$ cat config.mk
export PLATFORM = sky130hd
export DESIGN_NAME = ld_st_issue_age_ctrl
export DESIGN_NICKNAME = d
export VERILOG_FILES = /design/src/rtl/ld_st_issue_age_ctrl_pkg.sv /design/src/rtl/ld_st_oldest_ready_pick.sv /design/src/rtl/ld_st_issue_age_ctrl.sv
export SDC_FILE = /design/constraint.sdc
export NUM_CORES = 1
export LEC_CHECK = 0
export BUFFER_PORTS_ARGS = -buffer_cell sky130_fd_sc_hd__buf_2
export CORE_MARGIN = 3
export CORE_UTILIZATION = 51
export CTS_CLUSTER_DIAMETER = 120
export CTS_CLUSTER_SIZE = 12
export DETAILED_ROUTE_END_ITERATION = 10
export MAX_ROUTING_LAYER = met4
export PLACE_DENSITY_LB_ADDON = 0.08
export SYNTH_ARGS = -nofsm -noshare
export SYNTH_HDL_FRONTEND = slang
export SYNTH_HIERARCHICAL = 1
export SYNTH_SLANG_ARGS = --single-unit
$ cat constraint.sdc
create_clock -name clk -period 2.6 [get_ports clk]
set_input_delay 0.13 -clock clk [delete_from_list [all_inputs] [get_ports clk]]
set_output_delay 0.13 -clock clk [all_outputs]
set_load 0.1 [all_outputs]
$ cat src/rtl/ld_st_issue_age_ctrl_pkg.sv
// Shared types for the load/store issue queue control.
// ld_st_age_list_t is the default-depth packed view of the age list
// (oldest slot at order[0]) plus its live-entry count.
package ld_st_issue_age_ctrl_pkg;

  localparam int LDQ_DEPTH_DFLT = 4;
  localparam int LDQ_IDX_W_DFLT = $clog2(LDQ_DEPTH_DFLT);

  typedef struct packed {
    logic [LDQ_DEPTH_DFLT-1:0][LDQ_IDX_W_DFLT-1:0] order;
    logic [LDQ_IDX_W_DFLT:0]                       count;
  } ld_st_age_list_t;

endpackage

$ cat src/rtl/ld_st_oldest_ready_pick.sv
// Combinational oldest-ready picker over an age-ordered slot list.
// Only the first i_count entries of i_order are live; order[0] is oldest.
// Shared with the ALU queue's age-ordered variant.
module ld_st_oldest_ready_pick
  import ld_st_issue_age_ctrl_pkg::*;
#(
  parameter int DEPTH = LDQ_DEPTH_DFLT,
  parameter int IDX_W = $clog2(DEPTH)
) (
  input  logic [DEPTH-1:0][IDX_W-1:0] i_order,
  input  logic [IDX_W:0]              i_count,
  input  logic [DEPTH-1:0]            i_ready_bits,
  output logic                        o_valid,
  output logic [IDX_W-1:0]            o_idx
);

  // Scan youngest to oldest so the oldest ready live entry wins last.
  always_comb begin
    // NOTE: every output gets a default before the loop, so no latch can form.
    o_valid = 1'b0;
    o_idx   = '0;
    for (int k = DEPTH - 1; k >= 0; k--) begin
      if (((IDX_W + 1)'(k) < i_count) && i_ready_bits[i_order[k]]) begin
        o_valid = 1'b1;
        o_idx   = i_order[k];
      end
    end
  end

endmodule

$ cat src/rtl/ld_st_issue_age_ctrl.sv
// Control end of the load/store issue queue: slot allocation, age-ordered
// oldest-ready selection with a held valid/ready offer, and age list upkeep.
// Optional build macro LDST_IN_ORDER_ISSUE_EN restricts selection to the
// oldest live entry so memory ops issue strictly in program order.
module ld_st_issue_age_ctrl
  import ld_st_issue_age_ctrl_pkg::*;
#(
  parameter int QUEUE_DEPTH = LDQ_DEPTH_DFLT
) (
  input  logic                             clk,
  input  logic                             rst_n,
  input  logic                             dispatch_valid,
  output logic                             dispatch_ready,
  output logic                             rs_station_wen,
  output logic [$clog2(QUEUE_DEPTH)-1:0]   rs_station_waddr,
  input  logic [QUEUE_DEPTH-1:0]           rs_queue_valid_bits,
  input  logic [QUEUE_DEPTH-1:0]           incoming_valid_bits,
  input  logic [QUEUE_DEPTH-1:0]           rs_ready_bits,
  output logic                             issue_valid,
  input  logic                             issue_ready,
  output logic                             rs_station_complete,
  output logic [$clog2(QUEUE_DEPTH)-1:0]   rs_station_raddr,
  output logic [$clog2(QUEUE_DEPTH):0]     occupancy
);

  localparam int LDQ_IDX_W = $clog2(QUEUE_DEPTH);
  localparam int CNT_W     = LDQ_IDX_W + 1;

  logic [QUEUE_DEPTH-1:0][LDQ_IDX_W-1:0] r_order;
  logic [CNT_W-1:0]                      r_count;
  logic                                  r_lock_vld;
  logic [LDQ_IDX_W-1:0]                  r_lock_idx;

  logic                                  w_full;
  logic [LDQ_IDX_W-1:0]                  w_free_idx;
  logic                                  w_wen;
  logic [CNT_W-1:0]                      w_pick_cnt;
  logic                                  w_pick_vld;
  logic [LDQ_IDX_W-1:0]                  w_pick_idx;
  logic                                  w_issue_valid;
  logic [LDQ_IDX_W-1:0]                  w_sel;
  logic [QUEUE_DEPTH-1:0][LDQ_IDX_W-1:0] w_nxt_order;
  logic [CNT_W-1:0]                      w_nxt_count;

  // Lowest free slot receives the next dispatch.
  always_comb begin
    w_free_idx = '0;
    for (int i = QUEUE_DEPTH - 1; i >= 0; i--) begin
      if (!rs_queue_valid_bits[i]) w_free_idx = LDQ_IDX_W'(i);
    end
  end

  assign w_full           = &rs_queue_valid_bits;
  assign w_wen            = rst_n && dispatch_valid && !w_full;
  assign dispatch_ready   = !rst_n || !w_full;
  assign rs_station_wen   = w_wen;
  assign rs_station_waddr = (rst_n && !w_full) ? w_free_idx : '0;

`ifdef LDST_IN_ORDER_ISSUE_EN
  // Only the oldest live entry may be picked.
  assign w_pick_cnt = (r_count != '0) ? CNT_W'(1) : '0;
`else
  assign w_pick_cnt = r_count;
`endif

  ld_st_oldest_ready_pick #(
    .DEPTH (QUEUE_DEPTH),
    .IDX_W (LDQ_IDX_W)
  ) u_pick (
    .i_order      (r_order),
    .i_count      (w_pick_cnt),
    .i_ready_bits (rs_ready_bits),
    .o_valid      (w_pick_vld),
    .o_idx        (w_pick_idx)
  );

  // A held offer keeps its slot; it drops if the slot is squashed or unready.
  always_comb begin
    if (r_lock_vld) begin
      w_sel         = r_lock_idx;
      w_issue_valid = rs_queue_valid_bits[r_lock_idx] && rs_ready_bits[r_lock_idx];
    end else begin
      w_sel         = w_pick_idx;
      w_issue_valid = w_pick_vld;
    end
  end

  assign issue_valid         = w_issue_valid;
  assign rs_station_raddr    = w_issue_valid ? w_sel : '0;
  assign rs_station_complete = w_issue_valid && issue_ready;
  assign occupancy           = r_count;

  // Next age list: survivors in order, then the new dispatch at the tail.
  always_comb begin
    logic [CNT_W-1:0] n;
    w_nxt_order = '0;
    n           = '0;
    for (int k = 0; k < QUEUE_DEPTH; k++) begin
      if ((CNT_W'(k) < r_count) && incoming_valid_bits[r_order[k]]) begin
        w_nxt_order[n[LDQ_IDX_W-1:0]] = r_order[k];
        n = n + CNT_W'(1);
      end
    end
    if (w_wen && incoming_valid_bits[w_free_idx] && (n < CNT_W'(QUEUE_DEPTH))) begin
      w_nxt_order[n[LDQ_IDX_W-1:0]] = w_free_idx;
      n = n + CNT_W'(1);
    end
    w_nxt_count = n;
  end

  // Register the age list and the held-offer lock.
  always_ff @(posedge clk or negedge rst_n) begin
    if (!rst_n) begin
      // NOTE: the age list is a handful of flops, so it is reset with the rest.
      r_order    <= '0;
      r_count    <= '0;
      r_lock_vld <= 1'b0;
      r_lock_idx <= '0;
    end else begin
      // NOTE: non-blocking here so every register samples pre-edge values.
      r_order    <= w_nxt_order;
      r_count    <= w_nxt_count;
      r_lock_vld <= w_issue_valid && !issue_ready;
      r_lock_idx <= w_sel;
    end
  end

  // Age list length must mirror the queue's live entries.
  a_count_matches_valid: assert property (@(posedge clk) disable iff (!rst_n)
    r_count == CNT_W'($countones(rs_queue_valid_bits)));

endmodule
==> impl_results.md, run 1 <==
* Clk Latency, worst-skew pair at 0.29 ns
* Total wire length at 5.20 mm
* Starting density of the core at 0.553
* Synth Flop Type: dfrtp_1
* Met1 global-route usage at 0.403
* Hold Path Class: in -> reg
* Routed vias at around 1800
* Vias in the first global route at 1795
* Final hold vios at 0
* Area leader, netlist: dfrtp_1
* Post-Synthesis Cells at ~170
* GR peak layer: met2
* Post-route DRC at 0
* Failing checks: setup timing
* Die ar. at 3790 sq um
* FP Rows at 19
* Reg clk slew, reported paths at about 0.08 ns
* RD Place Congestion at 0.913
* Final count of negative-setup-slack endpoints at 3
* Mapped Nets at 196
* Critical Path AT at 2.86 ns
* Slew @ Worst Pin at 0.532 ns
* Synth area leaders: dfrtp_1, mux2i_1, mux4_2
* Global-route track usage on met2 at 0.487
* Final worst slack at -0.0604 ns
* H-tree depth at 1
* Placeable Area at 2850 sq um
* Die Span X at roughly 60 um
* Final ANT Viol Nets at 0
* Share of cells above drive strength 1 at 0.492
* TritonCTS Buffers at 3
* Largest net degree at the start of global routing at 18
* Initial antenna violation count at 0
* Seq cells post-synth at 14
* Die Ht at a little over 60 um
* Post-synth EDFFs at 0
* Unrepaired setup endpoints after global routing: true
* Setup TNS at -0.108 ns
* Drt first pass iters at 4
* Final Slew Violations at 0
* Leakage at 1.00 nW
* Vias per cell at around 6.6
* WS Path Type: reg -> reg
* Maximum clock rate at 376 MHz
* Longest Clk Path Bufs at 2
* Seq/Total Area, Yosys at 0.222
* Min Hold Slack at 0.0105 ns
* Outcome: finished with violations
* Port buffer count at 26
* VDD IR-drop max at 379 uV
* First-pass GRT wire length at 8.44 mm
* Detailed Place HPWL at 3.93 mm
* Ys async rst share at 1.00
* CTS root buf: clkbuf_4
* Total Routing Usage GR at 0.312
* Power Dens Cells at between 300 and 400 nW/um^2
* Nets at 263
* Most frequent cells in the layout: buf_4, buf_2, mux2i_1, nand2_1, dfrtp_1
* Synth warn at 6
* Critical Path RT at 2.80 ns
* Top-Level Pins at 27
* CTS tree: built
* Avg Cell Area, Syn at approximately 9 sq um
* # diodes at 0
* Netlist cell types at 51
* Tcrit/Tclk final at 1.02
* Minimum clock period at 2.66 ns
* Clock sinks at 14
* Final Skew at approximately 0.0047 ns
* GR Util met3 at 0.0482
* Rel. slew slack at 0.645
* Area grow syn2layout at 45.6%
* Share of the synthesized area in the top cell type at 0.222
* Max Cap Viol at 0
* Commonest non-fill, non-tap cell in the layout: buf_4
* Critical path fanouts, max at 4
* First DRT Iteration DRCs at 184
* Mapped Area at 1580 sq um
* Wire length per cell at 19.2 um
* Crit. End Element: flop
* Grt ovf at 0
* Startpoint Class: flop
## metal layers
layer / routed length, um / vias to the layer above
met5: 0 / -
met2: 2520 / 92
met3: 358 / 20
li1: - / 804
met4: 165 / 0
met1: 2150 / 874
## flip-flops by register name (all words and copies together), names as in the netlist
signal,count
r_order,8
occupancy,3
r_lock_idx,2
r_lock_vld,1
## what timing repair did
action / in CTS / in global routing
pin swaps: 10 / 4
gates resized for setup: 9 / 17
hold buffers: 1 / 0
endpoints found under the setup margin: 13 / 14
buffers inserted: 8 / 5
endpoints found under the hold margin: 14 / 0
cloned: 0 / 0
## synthesized netlist by cell type (3+ instances only)
cell type	n
buf_2	3
xnor2_1	3
inv_1	9
o22ai_1	4
nand2_1	20
mux2i_1	19
or3_1	4
o22a_1	3
and2_1	6
nand3_1	7
ha_1	6
o21ai_1	4
nor2b_1	6
a21oi_1	4
dfrtp_1	14
nor2_1	4
mux4_2	6
a31oi_1	4
nand4_1	4
## worst max-delay path, stage by stage (launching register included)
cell     delay, ns
dfrtp_1       0.39
mux4_2        0.54
and2_4        0.17
ha_4          0.24
buf_4         0.16
xnor2_2       0.31
inv_1         0.19
ha_4          0.20
nand4_1       0.13
mux2i_1       0.24
## cells by family (layout without fill, tap and decap cells)
kind of cell / after synthesis / in the layout / share of synthesized area
AO/OA/AOI/OAI: 47 / 47 / 0.240
XOR/XNOR: 3 / 3 / 0.0167
adder cells (fa/ha/maj): 6 / 6 / 0.0476
buffers and inverters: 14 / 80 / 0.0357
flip-flops: 14 / 14 / 0.222
multiplexers: 28 / 28 / 0.230
AND/OR/NAND/NOR: 62 / 62 / 0.208
## final timing paths
kind	slack [ns]	startpoint	end	cells past startpoint
min in group asynchronous	0.27	rst_n	occupancy[2]	2
worst max-delay path	-0.06	r_order[0]	r_order[2]	9
worst min register to register	0.58	r_lock_idx[1]	r_lock_idx[1]	1
worst max register to register	-0.06	r_order[0]	r_order[2]	9
max in group asynchronous	2.02	rst_n	occupancy[1]	2
worst min-delay path	0.01	issue_ready	r_lock_vld	2
## where the power goes
group / switching (W) / leakage, nW / internal [W] / total, W
combinational: 0.000221 / 0.802 / 0.000147 / 0.000368
sequential: 0.0000107 / 0.185 / 0.000229 / 0.000239
clock: 0.0000731 / 0.0150 / 0.0000597 / 0.000133
## stage by stage
step | total power [W] | setup WS, ns | std cells | instance area [sq um] | utilization
floorplan | 0.000466 | -0.0295 | 174 | 1680 | -
global placement | 0.000549 | 0.0283 | 253 | 2050 | 0.718
detailed placement | 0.000559 | -0.108 | 253 | 2050 | 0.718
CTS | 0.000710 | -0.0163 | 266 | 2180 | 0.765
global route | 0.000783 | -0.144 | 271 | 2290 | 0.804
finish | 0.000740 | -0.0604 | 271 | 2290 | 0.804
## cell type report
type	count	area [sq um]
multi-input combinational	146	1340
sequential	14	362
tap	31	38.8
timing repair buffer	67	490
inverter	9	40.0
fill	172	558
clock buffer	4	26.3
(Power assumes the default switching activity.)
==> run 2, diff against run 1 <==
- HOLD_SLACK_MARGIN: unset -> 0.1
==> run 2 against run 1 <==
The flow still finishes with violations (setup timing). Flip-flop and latch count is the same. Wire length grew 2.4%. Utilization grew 0.35 points. Register-to-register slack is essentially flat. Clock skew shrank 0.0022 ns. Clock-buffer cell count is the same. Maximum frequency shrank 0.51%. Combinational power is essentially flat. Global-route usage is essentially flat. Critical path type unchanged.
==> impl_results.md, run 2 (synthesis results as in run 1) <==
* Die Span X at 61.6 um (unchanged)
* Drt first pass iters at 4 (unchanged)
* Longest Clk Path Bufs at 2 (unchanged)
* RR Startpoint: r_order[0] (unchanged)
* Placeable Area at 2850 sq um (unchanged)
* Leakage at 1.01 nW (was 1.00 nW)
* Vias per cell at 6.65 (was 6.61)
* Critical Path AT at 2.87 ns (was 2.86 ns)
* Failing checks: setup timing (unchanged)
* First-pass GRT wire length at 8.43 mm (was 8.44 mm)
* Rel. slew slack at 0.644 (was 0.645)
* Layout Cells excl Fill at 272 (was 271)
* Vias in the first global route at 1795 (unchanged)
* Pre-CTS WS at -0.108 ns (unchanged)
* Final Slew Violations at 0 (unchanged)
* Clock sinks at 14 (unchanged)
* Starting density of the core at 0.553 (unchanged)
* Crit. Startpoint: r_order[0] (unchanged)
* Family with the most delay on the worst path: multiplexers (unchanged)
* CTS root buf: clkbuf_4 (unchanged)
* Final count of negative-setup-slack endpoints at 3 (unchanged)
* Crit-path slowest cell: mux4_2 (unchanged)
* Minimum clock period at 2.67 ns (was 2.66 ns)
* Slew @ Worst Pin at 0.534 ns (was 0.532 ns)
* Final ANT Viol Nets at 0 (unchanged)
* Unrepaired setup endpoints after global routing: true (unchanged)
* CTS tree: built (unchanged)
* VDD IR-drop max at 374 uV (was 379 uV)
* Final hold vios at 0 (unchanged)
* First DRT Iteration DRCs at 173 (was 184)
* Reg clk slew, reported paths at 0.08 ns (about the same)
* Tcrit/Tclk final at 1.03 (was 1.02)
* Hold Path Class: in -> async (was in -> reg)
* Post-placement cell area at 2050 sq um (unchanged)
* Critical Path RT at 2.80 ns (about the same)
* Met2 wire length at 2.60 mm (was 2.52 mm)
* Total Routing Usage GR at 0.313 (was 0.312)
* WS Path Type: reg -> reg (unchanged)
* Setup TNS at -0.128 ns (was -0.108 ns)
* Final Util at 0.808 (was 0.804)
* Total wire length at 5.33 mm (was 5.20 mm)
* Largest net degree at the start of global routing at 18 (unchanged)
* Commonest non-fill, non-tap cell in the layout: buf_4 (unchanged)
* Die ar. at 3790 sq um (unchanged)
* Port buffer count at 26 (unchanged)
* Detailed Place HPWL at 3.93 mm (unchanged)
* Top-Level Pins at 27 (unchanged)
* RD Place Congestion at 0.913 (unchanged)
* Critical path's largest stage delay at 0.55 ns (was 0.54 ns)
* Post-route DRC at 0 (unchanged)
* Share of cells above drive strength 1 at 0.490 (was 0.492)
* Maximum clock rate at 374 MHz (was 376 MHz)
* TritonCTS Buffers at 3 (unchanged)
* Max Used Layer: met4 (unchanged)
* Die Ht at 61.6 um (unchanged)
* Most used cell, CP: ha_4 (unchanged)
* Area grow syn2layout at 46.2% (was 45.6%)
* Final worst slack at -0.0742 ns (was -0.0604 ns)
* Outcome: finished with violations (unchanged)
* Most frequent cells in the layout: buf_4, buf_2, mux2i_1, nand2_1, dfrtp_1 (unchanged)
* Startpoint Class: flop (unchanged)
* H-tree depth at 1 (unchanged)
* Clk Latency, worst-skew pair at 0.29 ns (about the same)
* Placed Cells incl. Taps at 253 (unchanged)
* Final Skew at 0.00250 ns (was 0.00475 ns)
* Routed vias at 1808 (was 1790)
* Crit. End Element: flop (unchanged)
* Largest Register: r_order (unchanged)
* Max reg flops at 8 (unchanged)
* Critical path fanouts, max at 4 (unchanged)
* Grt ovf at 0 (unchanged)
* Crit path cell chain: mux4_2, and2_4, ha_4, buf_4, xnor2_2, inv_1, ha_4, nand4_1, mux2i_1 (unchanged)
* Routed wl met3 at 413 um (was 358 um)
* Power Dens Cells at 323 nW/um^2 (about the same)
* FP Rows at 19 (unchanged)
* Nets at 264 (was 263)
* Final non-filler cell area at 2300 sq um (was 2290 sq um)
* CP bufs+invs at 2 (unchanged)
* # diodes at 0 (unchanged)
* Initial antenna violation count at 0 (unchanged)
* Max Cap Viol at 0 (unchanged)
* Wire length per cell at 19.6 um (was 19.2 um)
* M1 wire length at 2.13 mm (was 2.15 mm)
## run 2: changes by cell type in the layout (fill, tap and decap cells not counted), sizes merged
cell	change
dlygate4sd3	+1
## run 2: worst paths after layout
| check | end | slack (ns) | depth (start not counted) |
|---|---|---|---|
| max | r_order[2] | -0.07 | 9 |
| min | occupancy[2] | 0.27 | 2 |
| max reg2reg | r_order[2] | -0.07 | 9 |
| min reg2reg | r_lock_idx[1] | 0.59 | 1 |
| max in group asynchronous | occupancy[1] | 2.03 | 2 |
| min in group clk | r_order[7] | 0.29 | 3 |
## run 2: where the power goes
part,internal (W),switching (W)
sequential,0.000229,0.0000113
combinational,0.000148,0.000224
clock,0.0000598,0.0000739
## run 2: layout make-up
| class | count | area [sq um] |
|---|---|---|
| clock buffers | 4 | 26.3 |
| inverters | 9 | 40.0 |
| fillers | 172 | 548 |
| multi-input cells | 146 | 1340 |
| repair buffers | 68 | 500 |
| flip-flops and latches | 14 | 362 |
| well taps | 31 | 38.8 |
## run 2: what timing repair did
| action | CTS | global route |
|---|---|---|
| gates resized for setup | 9 | 17 |
| setup buffers | 8 | 5 |
| setup endpoints to repair | 13 | 14 |
| hold buffers | 2 | 0 |
| hold endpoints to repair | 15 | 0 |
| pin swaps | 10 | 4 |
## run 2: worst reg2reg max path, delay by kind of cell, from the launching register on
kind | cells | cell delay (ns)
flip-flops | 1 | 0.39
AND/OR/NAND/NOR | 2 | 0.30
multiplexers | 2 | 0.80
XOR/XNOR | 1 | 0.31
adder cells (fa/ha/maj) | 2 | 0.44
buffers and inverters | 2 | 0.35
## run 2: per-layer routing
layer  GRT usage  vias up
li1            -      806
met1       0.404      872
met2       0.487      110
met3      0.0482       20
met4       0.127        0
met5           -        -
## run 2: stage by stage
step | hold slack, ns | total power [W]
final | 0.268 | 0.000745
after global routing | 0.280 | 0.000785
after CTS | 0.275 | 0.000711
after detailed placement | 0.0572 | 0.000559
after global placement | 0.0465 | 0.000549
after floorplan | -0.166 | 0.000466
==> run 3, diff against run 2 <==
- CELL_PAD_IN_SITES_DETAIL_PLACEMENT: unset -> 1
- CELL_PAD_IN_SITES_GLOBAL_PLACEMENT: unset -> 1
- CORE_UTILIZATION: 51 -> 38
==> run 3 against run 2 <==
The run still ends with setup timing left. Largest cell class unchanged. Via count increased by 2.1%. Worst setup slack improved by 0.0097 ns. Die area increased by 31%. Wire length increased by 27%. Clock skew decreased by 0.0010 ns. Non-clock buffer count increased by 5. Register-to-register slack about the same.
==> impl_results.md, run 3 (synthesis results as in run 1) <==
* WS Path Type: reg -> reg (unchanged)
* Clock sinks at 14 (unchanged)
* Tcrit/Tclk final at 1.02 (was 1.03)
* Die ar. at 4960 sq um (was 3790 sq um)
* Worst Reg2Reg Path Length in Cells at 13 (was 9)
* First DRT Iteration DRCs at 156 (was 173)
* # diodes at 0 (unchanged)
* Final ANT Viol Nets at 0 (unchanged)
* Commonest non-fill, non-tap cell in the layout: buf_4 (unchanged)
* Wire length per cell at 23.0 um (was 19.6 um)
* Worst reg2reg setup slack at -0.06 ns (was -0.07 ns)
* Detailed Place HPWL at 4.93 mm (was 3.93 mm)
* Share of cells above drive strength 1 at 0.569 (was 0.490)
* Final Slew Violations at 0 (unchanged)
* Crit path cell chain: buf_4, o21ai_2, o22ai_2, inv_1, ha_4, nand2_4, nor3b_4, a311oi_2, buf_4, inv_2, ha_2, nand4_1, mux2i_1 (was mux4_2, and2_4, ha_4, buf_4, xnor2_2, inv_1, ha_4, nand4_1, mux2i_1)
* Post-route DRC at 0 (unchanged)
* Final hold vios at 0 (unchanged)
* Power Dens Cells at 342 nW/um^2 (was 323 nW/um^2)
* Maximum clock rate at 375 MHz (was 374 MHz)
* CTS root buf: clkbuf_8 (was clkbuf_4)
* Outcome: finished with violations (unchanged)
* Failing checks: setup timing (unchanged)
* Startpoint Class: flop (unchanged)
* Critical Path AT at 2.83 ns (was 2.87 ns)
* Crit. Startpoint: occupancy[1] (was r_order[0])
* Final Skew at 0.00149 ns (was 0.00250 ns)
* Port buffer count at 26 (unchanged)
* Stages on the worst setup path at 13 (was 9)
* Unrepaired setup endpoints after global routing: true (unchanged)
* Most used cell, CP: buf_4 (was ha_4)
* Die Span X at 70.4 um (was 61.6 um)
* Routed vias at 1846 (was 1808)
* Crit. End Element: flop (unchanged)
* RR Startpoint: occupancy[1] (was r_order[0])
* Setup crit end: r_order[5] (was r_order[2])
* Family with the most delay on the worst path: compound AO/OA/AOI/OAI gates (was multiplexers)
* Rel. slew slack at 0.622 (was 0.644)
* Crit-path slowest cell: dfrtp_4 (was mux4_2)
* Placeable Area at 3830 sq um (was 2850 sq um)
* Final Util at 0.651 (was 0.808)
* Grt ovf at 0 (unchanged)
* Final worst slack at -0.0644 ns (was -0.0742 ns)
* Minimum clock period at 2.66 ns (was 2.67 ns)
* H-tree depth at 1 (unchanged)
* Longest Clk Path Bufs at 2 (unchanged)
* Largest net degree at the start of global routing at 18 (unchanged)
* Starting density of the core at 0.412 (was 0.553)
* RD Place Congestion at 0.890 (was 0.913)
* Initial antenna violation count at 0 (unchanged)
* Critical Path RT at 2.76 ns (was 2.80 ns)
* Critical path fanouts, max at 8 (was 4)
* CP bufs+invs at 4 (was 2)
* Slew @ Worst Pin at 0.567 ns (was 0.534 ns)
* Total Routing Usage GR at 0.272 (was 0.313)
* VDD IR-drop max at 252 uV (was 374 uV)
* Vias per cell at 6.28 (was 6.65)
* Hold Path Class: in -> async (unchanged)
* FP Rows at 22 (was 19)
* First-pass GRT wire length at 10.3 mm (was 8.43 mm)
* Most frequent cells in the layout: buf_4, buf_2, mux2i_1, nand2_1, dfrtp_1 (unchanged)
* Critical path's largest stage delay at 0.47 ns (was 0.55 ns)
* Total wire length at 6.76 mm (was 5.33 mm)
* Top-Level Pins at 27 (unchanged)
* CTS tree: built (unchanged)
* Area grow syn2layout at 58.0% (was 46.2%)
* Setup TNS at -0.210 ns (was -0.128 ns)
* Largest Register: r_order (unchanged)
* Vias in the first global route at 1932 (was 1795)
* Die Ht at 70.4 um (was 61.6 um)
* R2R Path End: r_order[5] (was r_order[2])
* TritonCTS Buffers at 3 (unchanged)
* Final count of negative-setup-slack endpoints at 7 (was 3)
* Nets at 269 (was 264)
* Leakage at 1.04 nW (was 1.01 nW)
* Reg clk slew, reported paths at 0.06 ns (was 0.08 ns)
* Clk Latency, worst-skew pair at 0.24 ns (was 0.29 ns)
* Max reg flops at 8 (unchanged)
* Max Cap Viol at 0 (unchanged)
* Drt first pass iters at 4 (unchanged)
## run 3: cell count changes in the layout (fill, tap and decap cells not counted), moves of 3 or more
cell / before / now
clkbuf_8: 0 / 4
buf_4: 39 / 42
clkbuf_4: 3 / 0
o21ai_1: 4 / 1
o21ai_2: 0 / 3
## run 3: per-layer routing
layer | GRT usage | up-vias | wire length [um]
met1 | 0.323 | 957 | 2750
met5 | - | - | 0
li1 | - | 815 | -
met2 | 0.473 | 64 | 3550
met3 | 0.0317 | 10 | 355
met4 | 0.0915 | 0 | 102
## run 3: worst min-delay path by stage
| stage | start | endpoint | cells after the start | slack, ns |
|---|---|---|---|---|
| 2_1_floorplan | rst_n | occupancy[0] | 0 | -0.17 |
| 3_3_place_gp | rst_n | r_order[7] | 1 | 0.05 |
| 3_5_place_dp | rst_n | r_order[7] | 1 | 0.06 |
| 4_1_cts | rs_queue_valid_bits[1] | r_order[7] | 3 | 0.33 |
| 5_1_grt | rst_n | r_order[6] | 2 | 0.36 |
| 6_report | rst_n | r_order[6] | 2 | 0.32 |
## run 3: power breakdown
| group | leakage [nW] | switching (W) | internal [W] |
|---|---|---|---|
| clock network | 0.0288 | 0.0000803 | 0.000134 |
| registers | 0.185 | 0.0000144 | 0.000229 |
| logic | 0.829 | 0.000243 | 0.000152 |
| total | 1.04 | 0.000337 | 0.000515 |
## run 3: repair_timing
action	in CTS	in global routing
resized for setup	25	19
endpoints found under the setup margin	13	14
pin swaps	7	10
hold buffers	2	0
buffers inserted	6	10
hold endpoints to repair	15	0
## run 3: final cells by class
class,instances,area (sq um)
Fill cell,430,1340
Inverter,9,37.5
Tap cell,48,60.1
Sequential cell,14,362
Clock buffer,4,55.1
Timing Repair Buffer,73,536
Multi-Input combinational cell,146,1440
## run 3: stage by stage
| stage | instances | total power (W) | setup WS, ns | instance area (sq um) | hold slack [ns] |
|---|---|---|---|---|---|
| finish | 294 | 0.000853 | -0.0644 | 2490 | 0.319 |
| global placement | 272 | 0.000555 | 0.00730 | 2080 | 0.0463 |
| floorplan | 174 | 0.000466 | -0.0295 | 1680 | -0.166 |
| CTS | 284 | 0.000812 | -0.0295 | 2320 | 0.330 |
| detailed placement | 272 | 0.000567 | -0.114 | 2080 | 0.0602 |
| global route | 294 | 0.000891 | -0.167 | 2490 | 0.364 |
